**src/rtl/bpf_defs.sv**
```systemverilog
// bpf_defs: shared ALU select codes, jump conditions, controller states and select legality
package bpf_defs;
  typedef enum logic [3:0] {
    ALU_ADD = 4'h0, ALU_SUB = 4'h1, ALU_MUL = 4'h2, ALU_DIV = 4'h3,
    ALU_OR  = 4'h4, ALU_AND = 4'h5, ALU_LSH = 4'h6, ALU_RSH = 4'h7,
    ALU_NEG = 4'h8, ALU_MOD = 4'h9, ALU_XOR = 4'hA
  } alu_sel_e;
  typedef enum logic [1:0] {COND_EQ = 2'd0, COND_GT = 2'd1, COND_GE = 2'd2, COND_SET = 2'd3} cond_e;
  typedef enum logic [1:0] {ST_IDLE, ST_ISSUE, ST_WAIT, ST_RETIRE} state_t;
  function automatic logic sel_unsupported(input logic [3:0] sel);
    return sel inside {ALU_MUL, ALU_DIV, ALU_MOD} || sel > ALU_XOR;
  endfunction
endpackage

```
**src/rtl/jmp_target.sv**
```systemverilog
// jmp_target: resolved branch target pc + 1 + (taken ? jt : jf), wrapping at PC_WIDTH
module jmp_target #(
  parameter int PC_WIDTH = 10
) (
  input  logic [PC_WIDTH-1:0] pc,
  input  logic                taken,
  input  logic [7:0]          jt,
  input  logic [7:0]          jf,
  output logic [PC_WIDTH-1:0] target
);
  assign target = pc + PC_WIDTH'(1) + PC_WIDTH'(taken ? jt : jf);
endmodule

```
**src/rtl/alu_ctl.sv**
```systemverilog
// alu_ctl: issues one decoded ALU/jump op to the ALU, waits for its result and retires it
module alu_ctl
  import bpf_defs::*;
#(
  parameter int PC_WIDTH = 10,
  parameter int TIMEOUT  = 0
) (
  input  logic                clk,
  input  logic                rst,
  input  logic                req_vld,
  output logic                req_rdy,
  input  logic                req_jmp,
  input  logic [3:0]          req_sel,
  input  logic [1:0]          req_cond,
  input  logic [31:0]         req_a,
  input  logic [31:0]         req_b,
  input  logic [PC_WIDTH-1:0] req_pc,
  input  logic [7:0]          req_jt,
  input  logic [7:0]          req_jf,
  output logic [31:0]         ALU_A,
  output logic [31:0]         ALU_B,
  output logic [3:0]          ALU_sel,
  output logic                ALU_en,
  input  logic [31:0]         ALU_out,
  input  logic                eq,
  input  logic                gt,
  input  logic                ge,
  input  logic                set,
  input  logic                ALU_vld,
  output logic                ALU_ack,
  output logic                acc_we,
  output logic [31:0]         acc_wdata,
  output logic                br_vld,
  output logic [PC_WIDTH-1:0] br_pc,
  output logic                done,
  output logic                err
);
  state_t              state_q, state_d;
  logic                jmp_q, jmp_d;
  logic [1:0]          cond_q, cond_d;
  logic [3:0]          sel_q, sel_d;
  logic [31:0]         a_q, a_d, b_q, b_d;
  logic [PC_WIDTH-1:0] pc_q, pc_d;
  logic [7:0]          jt_q, jt_d, jf_q, jf_d;
  logic [31:0]         cnt_q, cnt_d;
  logic                acc_we_q, acc_we_d, br_vld_q, br_vld_d, err_q, err_d;
  logic [31:0]         acc_wdata_q, acc_wdata_d;
  logic [PC_WIDTH-1:0] br_pc_q, br_pc_d;
  logic                accept, taken, hit, timeout, finish;
  logic [PC_WIDTH-1:0] target;

  jmp_target #(.PC_WIDTH(PC_WIDTH)) u_jmp_target (
    .pc(pc_q), .taken(taken), .jt(jt_q), .jf(jf_q), .target(target)
  );

  assign req_rdy   = state_q == ST_IDLE || state_q == ST_RETIRE;
  assign ALU_en    = state_q == ST_ISSUE;
  assign done      = state_q == ST_RETIRE;
  assign ALU_ack   = state_q == ST_WAIT && ALU_vld && !rst;
  assign ALU_A     = a_q;
  assign ALU_B     = b_q;
  assign ALU_sel   = sel_q;
  assign acc_we    = acc_we_q;
  assign acc_wdata = acc_wdata_q;
  assign br_vld    = br_vld_q;
  assign br_pc     = br_pc_q;
  assign err       = err_q;

  always_comb begin
    accept      = req_rdy && req_vld;
    taken       = cond_q == COND_EQ ? eq : cond_q == COND_GT ? gt : cond_q == COND_GE ? ge : set;
    hit         = state_q == ST_WAIT && ALU_vld;
    timeout     = TIMEOUT > 0 && state_q == ST_WAIT && !ALU_vld && cnt_q == 32'(TIMEOUT - 1);
    finish      = hit || timeout;
    state_d     = accept ? ST_ISSUE : state_q == ST_ISSUE ? ST_WAIT :
                  state_q == ST_WAIT ? (finish ? ST_RETIRE : ST_WAIT) : ST_IDLE;
    cnt_d       = state_q == ST_WAIT && !finish ? cnt_q + 32'd1 : '0;
    jmp_d       = accept ? req_jmp : jmp_q;
    cond_d      = accept ? req_cond : cond_q;
    sel_d       = accept ? (req_jmp ? 4'(ALU_ADD) : req_sel) : sel_q;
    a_d         = accept ? req_a : a_q;
    b_d         = accept ? req_b : b_q;
    pc_d        = accept ? req_pc : pc_q;
    jt_d        = accept ? req_jt : jt_q;
    jf_d        = accept ? req_jf : jf_q;
    acc_we_d    = hit && !jmp_q && !sel_unsupported(sel_q);
    br_vld_d    = hit && jmp_q;
    err_d       = finish ? (timeout || (!jmp_q && sel_unsupported(sel_q))) : err_q;
    acc_wdata_d = hit && !jmp_q ? ALU_out : acc_wdata_q;
    br_pc_d     = hit && jmp_q ? target : br_pc_q;
  end

  always_ff @(posedge clk)
    if (rst) begin
      state_q     <= ST_IDLE;
      cnt_q       <= '0;
      jmp_q       <= 1'b0;
      cond_q      <= '0;
      sel_q       <= '0;
      a_q         <= '0;
      b_q         <= '0;
      pc_q        <= '0;
      jt_q        <= '0;
      jf_q        <= '0;
      acc_we_q    <= 1'b0;
      br_vld_q    <= 1'b0;
      err_q       <= 1'b0;
      acc_wdata_q <= '0;
      br_pc_q     <= '0;
    end else begin
      state_q     <= state_d;
      cnt_q       <= cnt_d;
      jmp_q       <= jmp_d;
      cond_q      <= cond_d;
      sel_q       <= sel_d;
      a_q         <= a_d;
      b_q         <= b_d;
      pc_q        <= pc_d;
      jt_q        <= jt_d;
      jf_q        <= jf_d;
      acc_we_q    <= acc_we_d;
      br_vld_q    <= br_vld_d;
      err_q       <= err_d;
      acc_wdata_q <= acc_wdata_d;
      br_pc_q     <= br_pc_d;
    end
endmodule

```
**config.mk**
```make
export PLATFORM = sky130hd
export DESIGN_NAME = alu_ctl
export DESIGN_NICKNAME = d
export VERILOG_FILES = /design/src/rtl/bpf_defs.sv /design/src/rtl/jmp_target.sv /design/src/rtl/alu_ctl.sv
export SDC_FILE = /design/constraint.sdc
export NUM_CORES = 1
export LEC_CHECK = 0
export CAP_MARGIN = 5
export CORE_MARGIN = 2
export CORE_UTILIZATION = 28
export CTS_CLUSTER_DIAMETER = 200
export CTS_CLUSTER_SIZE = 16
export DETAILED_ROUTE_END_ITERATION = 10
export PLACE_DENSITY = 0.65
export SLEW_MARGIN = 20
export SYNTH_ARGS = -nofsm -noshare
export SYNTH_HDL_FRONTEND = slang
export SYNTH_SLANG_ARGS = --single-unit
export TNS_END_PERCENT = 10
```
**constraint.sdc**
```tcl
create_clock -name clk -period 3.6 [get_ports clk]
set_clock_uncertainty 0.1 [all_clocks]
set_input_delay 0.9 -clock clk [delete_from_list [all_inputs] [get_ports clk]]
set_output_delay 0.9 -clock clk [all_outputs]
set_load 0.005 [all_outputs]
```
; ---- Word-level counts from Yosys, hierarchy flattened
; Index checks and enable logic that the tools add are counted.
[op_classes]
n_eq_ne = 8
n_shift = 0
magnitude_cmp = 1
n_reduce_logical = 16
div_mod_pow = 0
n_mul = 0
muxes = 9
n_bitwise = 0
n_addsub = 2
[op_table]
columns = cell, n
row1 = $add 10x1->10 const B, 1
row2 = $add 10x10->10, 1
row3 = $eq 4x2->1 const B, 2
row4 = $mux 8, 1
row5 = $logic_and 1x1->1, 7
row6 = $eq 2x2->1 const B, 3
row7 = $mux 1, 5
row8 = $eq 2x1->1 const B, 2
row9 = $eq 4x4->1 const B, 1
row10 = $gt 4x4->1 const B, 1
row11 = $logic_not 2->1, 2
row12 = $mux 2, 2
row13 = $mux 4, 1
row14 = $logic_not 1->1, 3
row15 = $reduce_bool 3->1, 1
row16 = $logic_or 1x1->1, 2
row17 = $reduce_or 2->1, 1
[word_totals]
register_bits = 144
mem_bits_ro = 0
word_cells = 51
out_inout_bits = 117
mem_count = 0
latch_bits = 0
ramBits = 0

; ---- Logic depth before layout (Yosys ltp)
[depth]
depth_word = 6
mapped_depth = 10

; ---- Cells and area by module
; From an unflattened synthesis, not the netlist that was laid out.
[hier_totals]
hier_cells = 690
area_unflattened_um2 = 5535.3
[modules_own_cells]
columns = module, instances, area_each_um2, seq_area_each_um2, cells_per_inst
row1 = alu_ctl, 1, 5072.4, 2882.8, 631
row2 = jmp_target, 1, 462.9, 0.0, 59

; ---- Least setup slack after synthesis
; Ideal clock, no wire load.
[synth_timing]
path_kind = input-to-reg
from = input port set
to = register br_pc_q[8], in the netlist br_pc[8]
required_time_ns = 3.375
path_stages = 10
arrival_ns = 3.229
setup_slack_ns = 0.147
setup_ns = 0.125
cell_sequence = mux4_2 -> buf_2 -> mux2i_1 -> ha_1 -> inv_1 -> fa_1 -> a211o_1 -> a2111oi_0 -> or3_1 -> nand3_1
[synth_via]
elab_chain_len = 5
[synth_rtl]
columns = item, line_no
row1 = start: declaration, alu_ctl.sv:28  ; input logic set,
row2 = $mux 1 (3 in a row), alu_ctl.sv:71  ; taken = cond_q == COND_EQ ? eq : cond_q == COND_GT ? gt : cond_q == COND_GE ? ge : set;
row3 = $mux 8, jmp_target.sv:11  ; assign target = pc + PC_WIDTH'(1) + PC_WIDTH'(taken ? jt : jf);
row4 = $add 10x10->10, jmp_target.sv:11
row5 = end signal: assignment, alu_ctl.sv:125  ; br_pc_q <= br_pc_d;
row6 = end: declaration, alu_ctl.sv:48  ; logic [PC_WIDTH-1:0] br_pc_q, br_pc_d;
; No other way between the ends.
; A chain may end at the register's enable or synchronous reset.

; ---- Final worst setup path
[layout_timing]
from = input port ge
to = register br_pc_q[8], in the netlist br_pc[8]
[layout_via]
elab_chain_len = 5
[layout_rtl]
columns = item, line_no
row1 = start: declaration, alu_ctl.sv:27  ; input logic ge,
row2 = $mux 1 (3 in a row), alu_ctl.sv:71
row3 = $mux 8, jmp_target.sv:11
row4 = $add 10x10->10, jmp_target.sv:11
; No other way between the ends.

==> impl_metrics.py <==
metrics = {
    "die": {
        "fp-row-count": 51,
        "start_util": 0.286,
        "die_w_um": 145,
        "io_pins": 254,
        "dieHeight_um": 145,
        "dieArea_um2": 21100,
        "core_um2": 19500,
    },
    "cts": {
        "clock_path_buffers": 2,
        "numCtsBuffers": 17,
        "ctsRootBufferMaster": "clkbuf_16",
        "clk_pin_slew_worst_paths_ps": 60,
        "clk-insertion-delay-late_ps": 410,
        "clock_sinks": 144,
        "h-tree-depth": 4,
        "cts_tree": "yes",
    },
    "synthesis": {
        "synth_enable_flop_cells": 0,
        "syn_nets": 849,
        "yosys_warnings": 0,
        "ys_seq_elements": 144,
        "yosysTopAreaCell": "dfxtp_1",
        "synthArstFlopShare": 0,
        "syn_inst": 700,
        "avgSynthCellArea_um2": 7.98,
        "synth_top_area_share": 0.516,
        "seq_area_frac_synth": 0.516,
        "synth_flop_cell": "dfxtp_1",
        "synthTopCellsByArea": "dfxtp_1 52%, nand2_1 18%, a21oi_1 12%, ha_1 2.5%, clkbuf_1 1.7%",
        "syn_area_um2": 5590,
        "yosysUniqueCellTypes": 44,
    },
    "grt": {
        "antenna_found_initial": 0,
        "grt_pass1_vias": 5134,
        "grt_pass1_wl_um": 27900,
        "grt_usage": 0.164,
        "use_met2": 0.266,
        "met3_usage": 0.0500,
        "grt_max_degree": 151,
        "busiest_layer": "met2",
        "gr-total-overflow": 0,
        "use_met1": 0.203,
    },
    "setup_path": {
        "cp.required_ps": 3800,
        "rr_startpoint": "cond_q[0]",
        "end_kind": "flop",
        "crit_type": "input port to flop",
        "startpoint_type": "input port",
        "reg2reg_depth": 10,
        "crit_start": "ge",
        "rr_endpoint": "br_pc[8]",
        "arrival_ps": 3690,
        "rrSetupSlack_ps": 590,
        "cp_max_fo": 3,
        "worstSetupEndpoint": "br_pc[8]",
    },
    "detailed_routing": {
        "drtIter0Drc": 268,
        "ant_nets": 0,
        "wl_per_cell_um": 14.2,
        "viasPerCell": 4.49,
        "vias": 5497,
        "first_pass_iters": 4,
        "wirelength_um": 17400,
        "drcViolationCount": 0,
    },
    "power_and_ir_drop": {
        "power_frac_clock": 0.411,
        "irDropWorstVdd_uv": 326,
        "switching_power_mw": 1.18,
        "power_density_nw_per_um2": 491,
        "power.internal_mw": 3.30,
        "switching_share": 0.264,
        "p_leak_nw": 3.37,
        "comb_power_share": 0.190,
        "p_seq_frac": 0.399,
    },
    "placement": {
        "preCtsSetupSlack_ps": -416,
        "port-buffer-count": 253,
        "placed_area_um2": 8460,
        "dp_hpwl_um": 11800,
        "place.gp.congestion": 0.770,
    },
    "finish": {
        "n_antenna_cell": 0,
        "fin_nets": 1096,
        "final_area_um2": 9130,
        "fillers": 1951,
        "area_growth_pct": 63.4,
        "drive_gt1_frac": 0.0813,
    },
    "job": {
        "maxCapViolCount": 0,
    },
    "sta": {
        "finalCriticalPeriod_ps": 3490,
        "clock.fmax_mhz": 286,
        "finalCritPeriodShare": 0.970,
        "rsz0062_at_grt": "false",
        "setup_viol": 0,
        "finalHoldViolCount": 0,
        "slew_headroom": 0.436,
        "worst_pin_slew_ps": 846,
        "slew_viol_final": 0,
        "setup_slack_ps": 109,
    },
    "run_status": {
        "status": "finished, final reports clean",
    },
    "min_path": {
        "hold_path_class": "flop to flop",
    },
}
==> cells by family (layout without fill, tap and decap cells) <==
group,after synthesis,after routing,share of synthesized area
xor+xnor,1,1,0.00157
flops,144,144,0.516
compound gates,168,168,0.165
buf+inv,55,315,0.0405
mux,9,9,0.0199
simple gates,311,311,0.229
fa+ha+maj,12,12,0.0282
==> per-stage QoR <==
| step | power (mW) | util | std cells | TNS [ps] | hold slack (ps) |
|---|---|---|---|---|---|
| floorplan | 2.19 | - | 700 | 0 | 333 |
| global placement | 2.66 | 0.433 | 1191 | -1190 | 341 |
| detailed placement | 2.67 | 0.433 | 1191 | -1250 | 345 |
| CTS | 4.54 | 0.465 | 1223 | 0 | 354 |
| global route | 4.72 | 0.468 | 1225 | 0 | 370 |
| finish | 4.48 | 0.468 | 1225 | 0 | 352 |
==> flip-flops by register name, indices dropped and copies added, names as in the netlist <==
signal,count
ALU_A,32
ALU_B,32
acc_wdata,32
br_pc,10
pc_q,10
jf_q,8
jt_q,8
ALU_sel,4
cond_q,2
state_q,2
acc_we,1
br_vld,1
err,1
jmp_q,1
==> power by group through the flow <==
stage | Clock [mW] | Combinational, mW | Sequential (mW)
after floorplan | 0 | 0.370 | 1.82
after global placement | 0 | 0.843 | 1.82
after detailed placement | 0 | 0.849 | 1.82
after CTS | 1.90 | 0.855 | 1.79
after global routing | 1.98 | 0.943 | 1.80
final | 1.84 | 0.853 | 1.79
==> cell usage in the layout, fill, tap and decap left out, drive strengths merged, types with 2 or more instances in the layout <==
master,n
nand2,261
clkdlybuf4s50,251
dfxtp,144
a21oi,135
buf,24
clkbuf,18
nor2,12
ha,11
inv,11
mux2,7
o21ai,7
and2,6
nand3,5
nor3,5
nand3b,5
o211ai,5
nor4b,4
clkinvlp,4
a21o,3
a31oi,3
a211oi,3
bufinv,3
or3,3
a211o,3
clkinv,3
or2,2
o21a,2
nand2b,2
==> worst max-delay path: stages <==
cell	delay [ps]
clkdlybuf4s50_1	400
mux4_2	540
mux2i_1	190
ha_2	200
inv_1	50
fa_2	370
a211o_4	360
a2111oi_4	350
buf_4	160
or3_4	100
nand3_1	60
==> layer usage <==
layer  part of all wire  wire length, um  vias up
li1                   -                -     2815
met1               0.42             7360     2495
met2               0.49             8480      163
met3              0.065             1140       24
met4              0.023              404        0
met5                  0                0        -
==> worst min-delay path by stage <==
stage | start | end | slack, ps | cells past startpoint
after floorplan | jt_q[1] | jt_q[1] | 330 | 2
after global placement | ALU_A[26] | ALU_A[26] | 340 | 2
after detailed placement | jt_q[4] | jt_q[4] | 340 | 2
after CTS | ALU_B[30] | ALU_B[30] | 350 | 2
after global routing | ALU_B[18] | ALU_B[18] | 370 | 2
final | ALU_B[9] | ALU_B[9] | 350 | 2
==> timing repair <==
item                                    CTS  global route
setup buffers                             0             2
endpoints found under the setup margin    0             1
resized for setup                         0             9
hold buffers                              0             0
==> synth_stat cells, types with 2 or more instances <==
cell        n
and2_1      5
buf_1       7
o21a_1      2
buf_2      16
a31oi_1     3
a21oi_1   135
a211o_1     3
nand2_1   261
ha_1       11
nand3_1     5
clkbuf_1   25
a211oi_1    3
mux2_2      7
nor4b_1     4
o211ai_1    4
o21ai_0     7
nor2_1     12
a21o_1      3
or2_2       2
nand2b_1    2
or3_1       3
dfxtp_1   144
inv_1       7
nand3b_1    5
nor3_1      5
==> cell type report <==
cell class,instances,area [um2],area share
flip-flops and latches,144,2880,0.316
repair buffers,276,2750,0.301
multi-input cells,501,2530,0.277
clock buffers,18,439,0.0481
well taps,265,332,0.0363
clock inverters,14,178,0.0195
inverters,7,26.3,0.00288
Power figures use the tool's default switching activity.
